## src/rtl/ps2_rx_ctrl_if.sv

```systemverilog
// Host-side bus of the PS/2 receiver: FIFO read port and sticky status flags.
//   rd_en      host -> rx   pop one FIFO entry this cycle
//   clr_flags  host -> rx   clear frame_err and overflow
//   rd_data    rx -> host   FIFO head, {24'b0, code}; 0 when empty
//   empty      rx -> host   FIFO holds no entries
//   full       rx -> host   FIFO holds FIFO_DEPTH entries
//   frame_err  rx -> host   sticky framing/parity/timeout error
//   overflow   rx -> host   sticky: good frame dropped on a full FIFO
interface ps2_rx_ctrl_if;
    logic        rd_en;
    logic        clr_flags;
    logic [31:0] rd_data;
    logic        empty;
    logic        full;
    logic        frame_err;
    logic        overflow;

    modport master (
        output rd_en, clr_flags,
        input  rd_data, empty, full, frame_err, overflow
    );

    modport slave (
        input  rd_en, clr_flags,
        output rd_data, empty, full, frame_err, overflow
    );
endinterface

```

## src/rtl/ps2_rx_ctrl.sv

```systemverilog
// PS/2 receive controller: synchronizes and filters the raw PS/2 lines, deframes
// 11-bit frames (start, 8 data LSB-first, odd parity, stop) and buffers good
// scancodes in a small FIFO.
//   clk, rst_n  system clock, asynchronous active-low reset
//   ps2_clk     raw PS/2 clock line (asynchronous)
//   ps2_data    raw PS/2 data line (asynchronous)
//   bus         host bus (rd_en, clr_flags, rd_data, empty, full, frame_err, overflow)
module ps2_rx_ctrl #(
    parameter int unsigned TIMEOUT_CYCLES = 5000,
    parameter int unsigned FIFO_DEPTH     = 4
) (
    input  logic           clk,
    input  logic           rst_n,
    input  logic           ps2_clk,
    input  logic           ps2_data,
    ps2_rx_ctrl_if.slave   bus
);

    localparam int unsigned PtrW = $clog2(FIFO_DEPTH);
    localparam int unsigned CntW = PtrW + 1;
    localparam int unsigned ToW  = $clog2(TIMEOUT_CYCLES + 1);

    localparam logic [1:0] StIdle   = 2'd0;
    localparam logic [1:0] StData   = 2'd1;
    localparam logic [1:0] StParity = 2'd2;
    localparam logic [1:0] StStop   = 2'd3;

    // Synchronizers and clock filter
    logic       clk_s1_q, clk_s1_d, clk_s2_q, clk_s2_d;
    logic       dat_s1_q, dat_s1_d, dat_s2_q, dat_s2_d;
    logic [3:0] clk_hist_q, clk_hist_d;
    logic       clk_filt_q, clk_filt_d;
    logic       fall_edge;

    // Deframer
    logic [1:0]     state_q, state_d;
    logic [2:0]     bit_cnt_q, bit_cnt_d;
    logic [7:0]     code_q, code_d;
    logic           parity_q, parity_d;
    logic [ToW-1:0] to_cnt_q, to_cnt_d;
    logic           push_q, push_d;
    logic [7:0]     push_code_q, push_code_d;
    logic           frame_err_set;

    // FIFO and flags
    logic [7:0]      mem_q [FIFO_DEPTH];
    logic [7:0]      mem_d [FIFO_DEPTH];
    logic [PtrW-1:0] wr_ptr_q, wr_ptr_d, rd_ptr_q, rd_ptr_d;
    logic [CntW-1:0] count_q, count_d;
    logic            do_push, do_pop, ovf_set;
    logic            frame_err_q, frame_err_d, overflow_q, overflow_d;

    always_comb begin
        clk_s1_d   = ps2_clk;
        clk_s2_d   = clk_s1_q;
        dat_s1_d   = ps2_data;
        dat_s2_d   = dat_s1_q;
        clk_hist_d = {clk_hist_q[2:0], clk_s2_q};
        clk_filt_d = clk_filt_q;
        if (clk_hist_q == 4'b0000) begin
            clk_filt_d = 1'b0;
        end else if (clk_hist_q == 4'b1111) begin
            clk_filt_d = 1'b1;
        end
        fall_edge = clk_filt_q & ~clk_filt_d;
    end

    always_comb begin
        state_d       = state_q;
        bit_cnt_d     = bit_cnt_q;
        code_d        = code_q;
        parity_d      = parity_q;
        to_cnt_d      = to_cnt_q;
        push_d        = 1'b0;
        push_code_d   = push_code_q;
        frame_err_set = 1'b0;

        unique case (state_q)
            StIdle: begin
                to_cnt_d = '0;
                if (fall_edge) begin
                    if (!dat_s2_q) begin
                        state_d   = StData;
                        bit_cnt_d = 3'd0;
                    end else begin
                        frame_err_set = 1'b1;
                    end
                end
            end
            StData: begin
                if (fall_edge) begin
                    code_d    = {dat_s2_q, code_q[7:1]};
                    bit_cnt_d = bit_cnt_q + 3'd1;
                    if (bit_cnt_q == 3'd7) begin
                        state_d = StParity;
                    end
                end
            end
            StParity: begin
                if (fall_edge) begin
                    parity_d = dat_s2_q;
                    state_d  = StStop;
                end
            end
            StStop: begin
                if (fall_edge) begin
                    state_d = StIdle;
                    // Good frame: stop high and odd parity over data + parity bit
                    if (dat_s2_q && (^{code_q, parity_q})) begin
                        push_d      = 1'b1;
                        push_code_d = code_q;
                    end else begin
                        frame_err_set = 1'b1;
                    end
                end
            end
            default: state_d = StIdle;
        endcase

        // Timeout runs only inside a frame and restarts on every edge
        if (state_q != StIdle) begin
            if (fall_edge) begin
                to_cnt_d = '0;
            end else if (to_cnt_q == ToW'(TIMEOUT_CYCLES - 1)) begin
                state_d       = StIdle;
                bit_cnt_d     = 3'd0;
                code_d        = 8'd0;
                to_cnt_d      = '0;
                frame_err_set = 1'b1;
            end else begin
                to_cnt_d = to_cnt_q + ToW'(1);
            end
        end
    end

    always_comb begin
        do_pop  = bus.rd_en && (count_q != '0);
        // A pop in the same cycle frees a slot, so a push onto a full FIFO is allowed
        do_push = push_q && ((count_q != CntW'(FIFO_DEPTH)) || do_pop);
        ovf_set = push_q && !do_push;

        mem_d = mem_q;
        if (do_push) begin
            mem_d[wr_ptr_q] = push_code_q;
        end
        wr_ptr_d = do_push ? wr_ptr_q + PtrW'(1) : wr_ptr_q;
        rd_ptr_d = do_pop  ? rd_ptr_q + PtrW'(1) : rd_ptr_q;

        unique case ({do_push, do_pop})
            2'b10:   count_d = count_q + CntW'(1);
            2'b01:   count_d = count_q - CntW'(1);
            default: count_d = count_q;
        endcase

        // Set events take priority over clr_flags
        frame_err_d = frame_err_set ? 1'b1 : (bus.clr_flags ? 1'b0 : frame_err_q);
        overflow_d  = ovf_set       ? 1'b1 : (bus.clr_flags ? 1'b0 : overflow_q);
    end

    always_ff @(posedge clk or negedge rst_n) begin
        if (!rst_n) begin
            clk_s1_q    <= 1'b1;
            clk_s2_q    <= 1'b1;
            dat_s1_q    <= 1'b1;
            dat_s2_q    <= 1'b1;
            clk_hist_q  <= 4'b1111;
            clk_filt_q  <= 1'b1;
            state_q     <= StIdle;
            bit_cnt_q   <= 3'd0;
            code_q      <= 8'd0;
            parity_q    <= 1'b0;
            to_cnt_q    <= '0;
            push_q      <= 1'b0;
            push_code_q <= 8'd0;
            for (int i = 0; i < int'(FIFO_DEPTH); i++) begin
                mem_q[i] <= 8'd0;
            end
            wr_ptr_q    <= '0;
            rd_ptr_q    <= '0;
            count_q     <= '0;
            frame_err_q <= 1'b0;
            overflow_q  <= 1'b0;
        end else begin
            clk_s1_q    <= clk_s1_d;
            clk_s2_q    <= clk_s2_d;
            dat_s1_q    <= dat_s1_d;
            dat_s2_q    <= dat_s2_d;
            clk_hist_q  <= clk_hist_d;
            clk_filt_q  <= clk_filt_d;
            state_q     <= state_d;
            bit_cnt_q   <= bit_cnt_d;
            code_q      <= code_d;
            parity_q    <= parity_d;
            to_cnt_q    <= to_cnt_d;
            push_q      <= push_d;
            push_code_q <= push_code_d;
            mem_q       <= mem_d;
            wr_ptr_q    <= wr_ptr_d;
            rd_ptr_q    <= rd_ptr_d;
            count_q     <= count_d;
            frame_err_q <= frame_err_d;
            overflow_q  <= overflow_d;
        end
    end

    assign bus.empty     = (count_q == '0);
    assign bus.full      = (count_q == CntW'(FIFO_DEPTH));
    assign bus.rd_data   = bus.empty ? 32'd0 : {24'd0, mem_q[rd_ptr_q]};
    assign bus.frame_err = frame_err_q;
    assign bus.overflow  = overflow_q;

endmodule

```

## src/flat_wrapper.sv

```systemverilog
// flat-port wrapper written by rule: the top's interface ports become plain ports
module ps2_rx_ctrl_flat 
#(
    parameter int unsigned TIMEOUT_CYCLES = 5000,
    parameter int unsigned FIFO_DEPTH     = 4
)
  (clk, rst_n, ps2_clk, ps2_data, bus_rd_en, bus_clr_flags, bus_rd_data, bus_empty, bus_full, bus_frame_err, bus_overflow);
  ps2_rx_ctrl_if bus_i ();
  input  logic clk;
  input  logic rst_n;
  input  logic ps2_clk;
  input  logic ps2_data;
  input wire logic [$bits(bus_i.rd_en)-1:0] bus_rd_en;
  input wire logic [$bits(bus_i.clr_flags)-1:0] bus_clr_flags;
  output wire logic [$bits(bus_i.rd_data)-1:0] bus_rd_data;
  output wire logic [$bits(bus_i.empty)-1:0] bus_empty;
  output wire logic [$bits(bus_i.full)-1:0] bus_full;
  output wire logic [$bits(bus_i.frame_err)-1:0] bus_frame_err;
  output wire logic [$bits(bus_i.overflow)-1:0] bus_overflow;
  assign bus_i.rd_en = bus_rd_en;
  assign bus_i.clr_flags = bus_clr_flags;
  assign bus_rd_data = bus_i.rd_data;
  assign bus_empty = bus_i.empty;
  assign bus_full = bus_i.full;
  assign bus_frame_err = bus_i.frame_err;
  assign bus_overflow = bus_i.overflow;
  ps2_rx_ctrl #(.TIMEOUT_CYCLES(TIMEOUT_CYCLES), .FIFO_DEPTH(FIFO_DEPTH)) u_core (.clk(clk), .rst_n(rst_n), .ps2_clk(ps2_clk), .ps2_data(ps2_data), .bus(bus_i));
endmodule
```

## config.mk

```make
export PLATFORM = sky130hd
export DESIGN_NAME = ps2_rx_ctrl_flat
export DESIGN_NICKNAME = d
export VERILOG_FILES = /design/src/rtl/ps2_rx_ctrl_if.sv /design/src/rtl/ps2_rx_ctrl.sv /design/src/flat_wrapper.sv
export SDC_FILE = /design/constraint.sdc
export NUM_CORES = 1
export LEC_CHECK = 0
export CORE_ASPECT_RATIO = 1.5
export CORE_MARGIN = 3
export CORE_UTILIZATION = 44
export CTS_CLUSTER_SIZE = 25
export DETAILED_ROUTE_END_ITERATION = 7
export SYNTH_ARGS = -nofsm -noshare
export SYNTH_HDL_FRONTEND = slang
export SYNTH_SLANG_ARGS = --single-unit
export TNS_END_PERCENT = 5
```

## constraint.sdc

```tcl
create_clock -name clk -period 2.28 [get_ports clk]
set_input_delay 0.57 -clock clk [delete_from_list [all_inputs] [get_ports clk]]
set_output_delay 0.57 -clock clk [all_outputs]
set_load 0.01 [all_outputs]
```

# Word-level counts from Yosys, hierarchy flattened
# Cells that the tools add are included.
[word_totals]
reg_bits = 86
inputBits = 6
output_inout_bits = 36
elab_cells = 114
[classes]
add_sub_neg = 6
order_cmp = 3
n_eq_ne = 10
n_mux = 50
bitwise_logic = 4
reduce_logical = 19
[ops]
columns = ["cell", "count"]
rows = [
  ["$mux 8", 9],
  ["$mux 13", 4],
  ["$bwmux 32", 1],
  ["$mux 2", 9],
  ["$mux 3", 6],
  ["$bmux 8 s2", 1],
  ["$demux 8 s2", 1],
  ["$mux 1", 15],
  ["$add 13x1->13 const B", 1],
  ["$eq 13x13->1 const B", 1],
  ["$pmux 3 s2", 2],
  ["$reduce_bool 2->1", 5],
  ["$reduce_xor 9->1", 1],
  ["$pmux 2 s4", 1],
  ["$add 3x1->3 const B", 2],
  ["$eq 2x2->1 const B", 3],
  ["$eq 3x3->1 const B", 2],
  ["$ge 3x3->1 const B", 2],
  ["$not 2->3", 2],
  ["$logic_and 1x1->1", 5],
  ["$add 2x1->2 const B", 2],
  ["$eq 2x1->1 const B", 2],
  ["$eq 4x4->1 const B", 1],
  ["$logic_not 4->1", 1],
  ["other kinds (13)", 13],
]

# Depth between registers and ports, before layout
# Gate-level depths: netlist of run 1.
[logic_depth]
ltp_word = 11
mapped_depth = 11
mapped_depth_nobuf = 10

# Worst setup path after synthesis of run 1
# Ideal clock, no wire load.
[synth_timing]
path_type = "reg2reg"
from = "reg u_core.count_q[0]"
to = "reg u_core.count_q[2]"
setup_time_ns = 0.079
arrival_time_ns = 2.209
t_required_ns = 2.201
path_slack_ns = -0.008
stages_incl_launch_ff = 12
path_buffers = 1
synth_period_minus_slack_ns = 2.288
cell_sequence = "dfrtp_1 > nor3b_1 > nor2b_1 > nor2b_1 > clkbuf_1 > inv_1 > ha_1 > inv_1 > fa_1 > xor2_1 > nor2_1 > xor2_1"
[synth_between]
elab_chain_len = 6
word_cells_on_any_way = 11
classes_between = "add/sub (2); eq/ne (3); mux (1); reduce/logical (5)"
[synth_lines]
columns = ["element", "line_no", "text"]
rows = [
  ["start, declared", "ps2_rx_ctrl.sv:49", "logic [CntW-1:0] count_q, count_d;"],
  ["start signal, assigned", "ps2_rx_ctrl.sv:200", "count_q <= count_d;"],
  ["$reduce_bool 3->1", "ps2_rx_ctrl.sv:137", "do_pop = bus.rd_en && (count_q != '0);"],
  ["$logic_and 1x1->1", "ps2_rx_ctrl.sv:137", ""],
  ["$logic_or 1x1->1", "ps2_rx_ctrl.sv:139", "do_push = push_q && ((count_q != CntW'(FIFO_DEPTH)) || do_pop);"],
  ["$logic_and 1x1->1", "ps2_rx_ctrl.sv:139", ""],
  ["$eq 2x1->1 or $eq 2x2->1 (tied branches)", "ps2_rx_ctrl.sv:149", "unique case ({do_push, do_pop})"],
  ["$pmux 3 s2 or $reduce_bool 2->1 (tied branches)", "-", ""],
]
# Several ways; a longest one is shown, not always the timed one.
# A chain may end at the register's enable or synchronous reset.

# Worst setup path after layout of run 1
[layout_timing]
from = "reg u_core.rd_ptr_q[0]"
to = "out bus_rd_data[4]"
[layout_between]
elab_chain_len = 5
[layout_lines]
columns = ["element", "line_no", "text"]
rows = [
  ["start, declared", "ps2_rx_ctrl.sv:48", "logic [PtrW-1:0] wr_ptr_q, wr_ptr_d, rd_ptr_q, rd_ptr_d;"],
  ["start signal, assigned", "ps2_rx_ctrl.sv:199", "rd_ptr_q <= rd_ptr_d;"],
  ["$not 2->3 (not written as such)", "ps2_rx_ctrl.sv:208", "assign bus.rd_data = bus.empty ? 32'd0 : {24'd0, mem_q[rd_ptr_q]};"],
  ["$bmux 8 s2", "ps2_rx_ctrl.sv:208", ""],
  ["$mux 8 (not written as such) (2 in a row)", "ps2_rx_ctrl.sv:208", ""],
  ["$mux 8", "ps2_rx_ctrl.sv:208", ""],
  ["end, declared", "flat_wrapper.sv:15", "output wire logic [$bits(bus_i.rd_data)-1:0] bus_rd_data;"],
]
# Every way passes these cells. The select of a mux whose other input is x is not followed.

==> flow_summary.yaml, run 1 <==
logic_synthesis:
  synth_cell_type_count: 43
  edff_count_synth: 0
  syn-instance-count: 341
  postSynthAreaPerCell_sq_um: 12.2
  synth_seq_area_share: 0.521
  yosys_most_used_dff: "sky130_fd_sc_hd__dfrtp_1"
  synth_area_leaders: "sky130_fd_sc_hd__dfrtp_1 (46%), sky130_fd_sc_hd__mux2_2 (11%), sky130_fd_sc_hd__dfstp_2 (5.7%), sky130_fd_sc_hd__buf_4 (4.5%), sky130_fd_sc_hd__mux4_2 (4.3%)"
  synth_top_area_share: 0.464
  ys_top_cells_by_count: "sky130_fd_sc_hd__dfrtp_1 (77), sky130_fd_sc_hd__mux2_2 (41), sky130_fd_sc_hd__nand2_1 (26)"
  yosys.area.top_type: "sky130_fd_sc_hd__dfrtp_1"
  ys_seq_elements: 86
  yosysWarnings: 0
  yosys.cell_count.top_type: "sky130_fd_sc_hd__dfrtp_1"
  ys_async_sr_fraction: 1.00
  mappedNetlistArea_sq_um: 4150
drt:
  drt_iter0_markers: 73
  via_count: 2466
  wire_per_inst_microns: 14.5
  drcViolationCount: 0
  detail-route-antenna-nets: 0
  post_drt_via_cell_ratio: 4.99
  wirelength_microns: 7180
  firstDrtPassIters: 4
worst_setup_path:
  timing.setup.critical_path_class: "reg -> out"
  critical_path_cell_sequence: "buf_4, buf_12, mux4_2, nor2b_1, buf_2"
  cp-end-kind: "output pin"
  critPathBufInv: 3
  max_stage_delay_ns: 0.50
  crit_path_max_delay_family: "multiplexers"
  r2r_setup_slack_ns: 0.23
  critPathSlowestCell: "sky130_fd_sc_hd__mux4_2"
  required_ns: 1.71
  worst-path-max-fanout: 5
  worst_setup_path_start_kind: "register"
  worst_ep_arrival_time_ns: 1.71
final_layout:
  postLayoutCellArea_sq_um: 4820
  final.fill_count: 794
  antenna_cells: 0
  multi_input_area_sq_um: 1810
  area.sequential_sq_um: 2160
  areaGrowthSynthToFinish_pct: 16.1
  num-nets-final: 398
  final_layout_size_suffix_gt1_frac: 0.286
  final_core_util: 0.536
cts:
  numCtsBuffers: 9
  tritoncts_clock_tree: "done"
  numClockSinks: 86
  clock_latency_ns: 0.33
  clk_path_buf_depth: 2
  worst_setup_hold_path_clk_slew_ns: 0.06
  ctsHoldBuffers: 0
  clock-root-buffer: "sky130_fd_sc_hd__clkbuf_16"
  cts-htree-levels: 3
sta:
  rsz_0062_raised_after_global_routing: "yes"
  maxClockFrequency_mhz: 439
  hold_viol: 0
  finalClockSkew_ns: 0.00560
  setup_viol: 0
  slew_viol_final: 0
  layout_worst_path_cycle_share: 0.999
  final.min_clock_period_ns: 2.28
place:
  gp_congestion: 0.786
  dp_hpwl_microns: 5050
  dpl_cell_area_sq_um: 4530
  placement.io_buffers: 17
power:
  vdd_drop_max_v: 0.000483
  pwr_density_cell_nw_per_um2: 765
  fin_total_pwr_mw: 3.69
  power.static_leakage_nw: 2.32
die:
  placeableCoreArea_sq_um: 8990
  fp-row-count: 42
  dieHeight_microns: 125
  die-width_microns: 85.3
  initial_utilization: 0.462
  dieArea_sq_um: 10700
  design.portCount: 42
hold_path:
  worstHoldPathType: "in -> async"
global_route:
  grt_pass1_vias: 2538
  antenna_violations_before_repair: 0
  largest_net_degree_at_the_start_of_global_routing: 41
  grt_overflow: 0
  global_route.usage.total: 0.146
  grt_pass1_wl_microns: 12400
status:
  outcome: "finished, final reports clean"
job:
  cap_viol_max_count: 0
-- repair_timing --
| action | 4_1_cts | 5_1_grt |
|---|---|---|
| cloned | 1 | 0 |
| gates resized for setup | 31 | 4 |
| endpoints found under the setup margin | 9 | 6 |
| setup buffers | 2 | 0 |
-- cells in the final DEF, fill, tap and decap left out, types with 2 or more instances in the layout --
cell type	Yosys	final
sky130_fd_sc_hd__nand2_1	26	26
sky130_fd_sc_hd__xnor2_1	10	10
sky130_fd_sc_hd__dfstp_2	9	9
sky130_fd_sc_hd__mux4_2	8	8
sky130_fd_sc_hd__buf_12	0	6
sky130_fd_sc_hd__nor3b_2	0	2
sky130_fd_sc_hd__xor2_1	12	12
sky130_fd_sc_hd__buf_2	2	8
sky130_fd_sc_hd__clkinv_2	0	2
sky130_fd_sc_hd__ha_1	12	12
sky130_fd_sc_hd__conb_1	1	24
sky130_fd_sc_hd__a21oi_1	15	15
sky130_fd_sc_hd__clkbuf_16	0	9
sky130_fd_sc_hd__clkdlybuf4s50_1	0	7
sky130_fd_sc_hd__nand4_1	4	4
sky130_fd_sc_hd__o21ai_0	3	3
sky130_fd_sc_hd__nor4_1	2	2
sky130_fd_sc_hd__and2_1	2	2
sky130_fd_sc_hd__nor2b_1	12	12
sky130_fd_sc_hd__nor2_1	22	22
sky130_fd_sc_hd__a21o_1	2	2
sky130_fd_sc_hd__clkbuf_8	0	3
sky130_fd_sc_hd__inv_1	12	12
sky130_fd_sc_hd__buf_4	25	13
sky130_fd_sc_hd__nand3_1	13	13
sky130_fd_sc_hd__dfrtp_1	77	77
sky130_fd_sc_hd__o211ai_1	3	3
sky130_fd_sc_hd__or3_1	2	2
sky130_fd_sc_hd__mux2_2	41	41
-- logic make-up after synthesis --
logic type	share of synthesized area
AND/OR/NAND/NOR	0.115
flip-flops	0.521
multiplexers	0.157
buffers and inverters	0.0657
AO/OA/AOI/OAI	0.0428
XOR/XNOR	0.0558
adder cells (fa/ha/maj)	0.0410
other	0.000904
-- area by class of cell --
cell class                 instances  share of cell area
inverter                          12             0.00935
multi-input combinational        233               0.376
sequential                        86               0.449
clock inverter                     3             0.00363
clock buffer                      13              0.0561
timing repair buffer              37              0.0779
tap                              110              0.0286
-- flip-flops by register name, indices dropped and copies added, names as in the netlist, 3 cells and up --
signal / flops
u_core.clk_hist_q: 4
u_core.count_q: 3
u_core.code_q: 8
u_core.bit_cnt_q: 3
u_core.mem_q: 32
u_core.to_cnt_q: 13
u_core.push_code_q: 8
-- where the power goes --
group	internal [mW]	switching, mW
combinational	0.321	0.294
sequential	1.60	0.0928
clock	0.824	0.555
-- stage by stage --
step	setup WS (ns)	hold WS [ns]	setup TNS, ns	std cells
5_1_grt	-0.0505	0.175	-0.170	494
6_report	0.00117	0.160	0	494
3_5_place_dp	-0.104	0.348	-0.104	475
3_3_place_gp	-0.0183	0.346	-0.0183	475
4_1_cts	-0.0629	0.162	-0.181	494
2_1_floorplan	0.00661	0.274	0	364
-- layer usage --
layer	global-route usage	routed length, microns
met3	0.0309	186
met5	0	0
met1	0.182	3050
met2	0.244	3790
met4	0.0634	153
-- final timing paths --
check / to / depth (start not counted) / start
hold / removal: u_core.wr_ptr_q[0] / 1 / rst_n
hold reg to reg: u_core.clk_s2_q / 0 / u_core.clk_s1_q
setup / recovery: bus_rd_data[4] / 5 / u_core.rd_ptr_q[0]
min in group clk: u_core.clk_s2_q / 0 / u_core.clk_s1_q
max in group asynchronous: u_core.clk_hist_q[3] / 2 / rst_n
setup reg to reg: u_core.count_q[2] / 10 / u_core.count_q[1]
Note: power is estimated with default switching activity, not from simulation.
==> inputs of run 2 (changes only) <==
Settings changed: SLEW_MARGIN from default to 0.
==> results of run 2 <==
Same layout as run 1: the final DEF is identical, and so are final timing and power.
==> inputs of run 3 (changes only) <==
Settings changed: ABC_AREA from default to 1.
==> flow_summary.yaml, run 3 <==
global_route:
  grt_overflow: 0
  grt_pass1_vias: 3175
  grt_pass1_wl_microns: 14600
  antenna_violations_before_repair: 0
  global_route.usage.total: 0.164
  largest_net_degree_at_the_start_of_global_routing: 41
logic_synthesis:
  ys_seq_elements: 86
  xor_and_xnor_fraction_of_the_mapped_netlist_area: 0.0276
  yosys.cell_count.top_type: "sky130_fd_sc_hd__nand2_1"
  yosysWarnings: 0
  ys_async_sr_fraction: 1.00
  ys_top_cells_by_count: "sky130_fd_sc_hd__nand2_1 (89), sky130_fd_sc_hd__dfrtp_1 (77), sky130_fd_sc_hd__nor2_1 (57)"
  synth_fa_ha_area_frac: 0.0383
  synth_seq_area_share: 0.487
  synth_cell_type_count: 43
  area_share_of_and_or_nand_nor_cells_after_synthesis: 0.229
  mappedNetlistArea_sq_um: 4440
  yosys_most_used_dff: "sky130_fd_sc_hd__dfrtp_1"
  yosys.area.top_type: "sky130_fd_sc_hd__dfrtp_1"
  synth.area.mux_share: 0
  largest_family_of_logic_cells_by_synthesized_area: "simple AND/OR/NAND/NOR gates"
  edff_count_synth: 0
  synth-compound-area-share: 0.110
  synth_top_area_share: 0.434
  postSynthAreaPerCell_sq_um: 8.88
  syn-instance-count: 500
  synth_area_leaders: "sky130_fd_sc_hd__dfrtp_1 (43%), sky130_fd_sc_hd__nand2_1 (7.5%), sky130_fd_sc_hd__o21ai_0 (6.1%), sky130_fd_sc_hd__dfstp_2 (5.3%), sky130_fd_sc_hd__nor2_1 (4.8%)"
final_layout:
  top_regs: "u_core.mem_q (32), u_core.to_cnt_q (13)"
  num-nets-final: 546
  layout_commonest_cell: "sky130_fd_sc_hd__nand2_1"
  antenna_cells: 0
  mostFrequentLayoutCells: "sky130_fd_sc_hd__nand2_1 (89), sky130_fd_sc_hd__dfrtp_1 (76), sky130_fd_sc_hd__nor2_1 (57), sky130_fd_sc_hd__o21ai_0 (54), sky130_fd_sc_hd__inv_1 (46)"
  largest_register_ffs: 32
  final_core_util: 0.510
  final_layout_size_suffix_gt1_frac: 0.128
  top_register: "u_core.mem_q"
  areaGrowthSynthToFinish_pct: 11.9
  post_layout_nonfiller_instances: 647
worst_setup_path:
  required_ns: 1.71
  worst_ep_arrival_time_ns: 1.63
  worst-path-max-fanout: 4
  worst_setup_path_start_kind: "register"
  cp-end-kind: "output pin"
  timing.setup.critical_path_class: "reg -> out"
drt:
  post_drt_via_cell_ratio: 4.96
  drt_iter0_markers: 136
  wire_per_inst_microns: 13.0
  detail-route-antenna-nets: 0
  drcViolationCount: 0
  wirelength_microns: 8440
  firstDrtPassIters: 4
  via_count: 3206
job:
  cap_viol_max_count: 0
cts:
  clock_latency_ns: 0.34
  tritoncts_clock_tree: "done"
  worst_setup_hold_path_clk_slew_ns: 0.06
  numCtsBuffers: 9
  clk_path_buf_depth: 2
  clock-root-buffer: "sky130_fd_sc_hd__clkbuf_16"
  numClockSinks: 86
  ctsHoldBuffers: 0
  cts_setup_buffers: 0
  cts-htree-levels: 3
sta:
  hold_ws_ns: 0.215
  maxClockFrequency_mhz: 455
  final.min_clock_period_ns: 2.20
  slew_viol_final: 0
  setup_tns_ns: 0
  layout_worst_path_cycle_share: 0.964
  finalClockSkew_ns: 0.00363
  setup_viol: 0
  rsz_0062_raised_after_global_routing: "no"
  slew-limit-headroom: 0.639
  hold_viol: 0
  max_slew.worst_pin.slew_ns: 0.541
hold_path:
  worstHoldPathType: "in -> async"
power:
  vdd_drop_max_v: 0.000610
  power.static_leakage_nw: 2.30
  pwr_density_cell_nw_per_um2: 931
place:
  dp_hpwl_microns: 6060
  placedCellCount: 631
  placement.io_buffers: 17
  gp_congestion: 0.795
die:
  die-width_microns: 88
  initial_utilization: 0.455
  dieHeight_microns: 129
  placeableCoreArea_sq_um: 9740
  dieArea_sq_um: 11400
  design.portCount: 42
  fp-row-count: 44
status:
  outcome: "finished, final reports clean"
run 3: cell types whose count changed in the layout (fill, tap and decap cells not counted), sizes merged, moves of 13 or more:
| cell | change |
|---|---|
| inv | +41 |
| nand2 | +70 |
| nor2 | +42 |
| a21oi | +13 |
| buf | -17 |
| mux2 | -41 |
| o21ai | +59 |
run 3: kinds of logic (layout without fill, tap and decap cells):
logic type	count (synthesis)	count (layout)
xor gates and xnor gates	14	14
adders and majority gates	13	13
DFF	86	86
buffers and inverters	89	98
and+or+nand+nor	202	202
other	1	24
AOI/OAI and AO/OA	95	95
run 3: layout make-up:
type / count / area (sq um)
clock buffer: 10 / 239
multi-input combinational: 348 / 1900
tap: 115 / 144
timing repair buffer: 28 / 255
sequential: 86 / 2160
inverter: 54 / 214
clock inverter: 6 / 46.3
fill: 950 / 4780
run 3: what timing repair did:
action                     in CTS  in global routing
pin swaps                       1                  0
resized for setup              15                  1
setup endpoints to repair       9                  1
hold endpoints to repair        0                  0
run 3: worst max-delay path, cell delays in order, from the launching register on:
cell                              delay [ns]
sky130_fd_sc_hd__dfrtp_1                0.46
sky130_fd_sc_hd__nor3_4                 0.26
sky130_fd_sc_hd__clkdlybuf4s50_1        0.57
run 3: worst paths after layout:
check / startpoint / end / slack (ns) / depth (start not counted)
max: u_core.count_q[1] / bus_full / 0.08 / 2
min: rst_n / u_core.count_q[1] / 0.21 / 1
max reg2reg: u_core.count_q[1] / u_core.count_q[2] / 0.31 / 9
min reg2reg: u_core.clk_s2_q / u_core.clk_hist_q[0] / 0.36 / 0
max in group asynchronous: rst_n / u_core.to_cnt_q[6] / 1.49 / 2
min in group clk: u_core.clk_s2_q / u_core.clk_hist_q[0] / 0.36 / 0
run 3: layer usage:
| layer | routed length, microns | vias up | track usage | part of all wire |
|---|---|---|---|---|
| met3 | 253 | 13 | 0.0365 | 0.030 |
| met1 | 3450 | 1527 | 0.191 | 0.41 |
| li1 | - | 1620 | - | - |
| met4 | 150 | 0 | 0.0578 | 0.018 |
| met5 | 0 | - | 0 | 0 |
| met2 | 4580 | 46 | 0.293 | 0.54 |
run 3: report_power, final:
group | switching [mW] | internal [mW] | leakage [nW]
Combinational | 0.875 | 0.557 | 1.03
Clock | 0.617 | 0.773 | 0.135
Sequential | 0.146 | 1.66 | 1.14
Total | 1.64 | 2.99 | 2.30
run 3: stage by stage:
stage | power, mW | setup slack (ns) | cell area, sq um
finish | 4.62 | 0.0821 | 4960
global route | 4.94 | 0.00224 | 4960
CTS | 4.69 | 0.0123 | 4960
detailed placement | 3.30 | -0.0714 | 4670
global placement | 3.25 | -0.0307 | 4670
floorplan | 2.80 | 0.294 | 4520
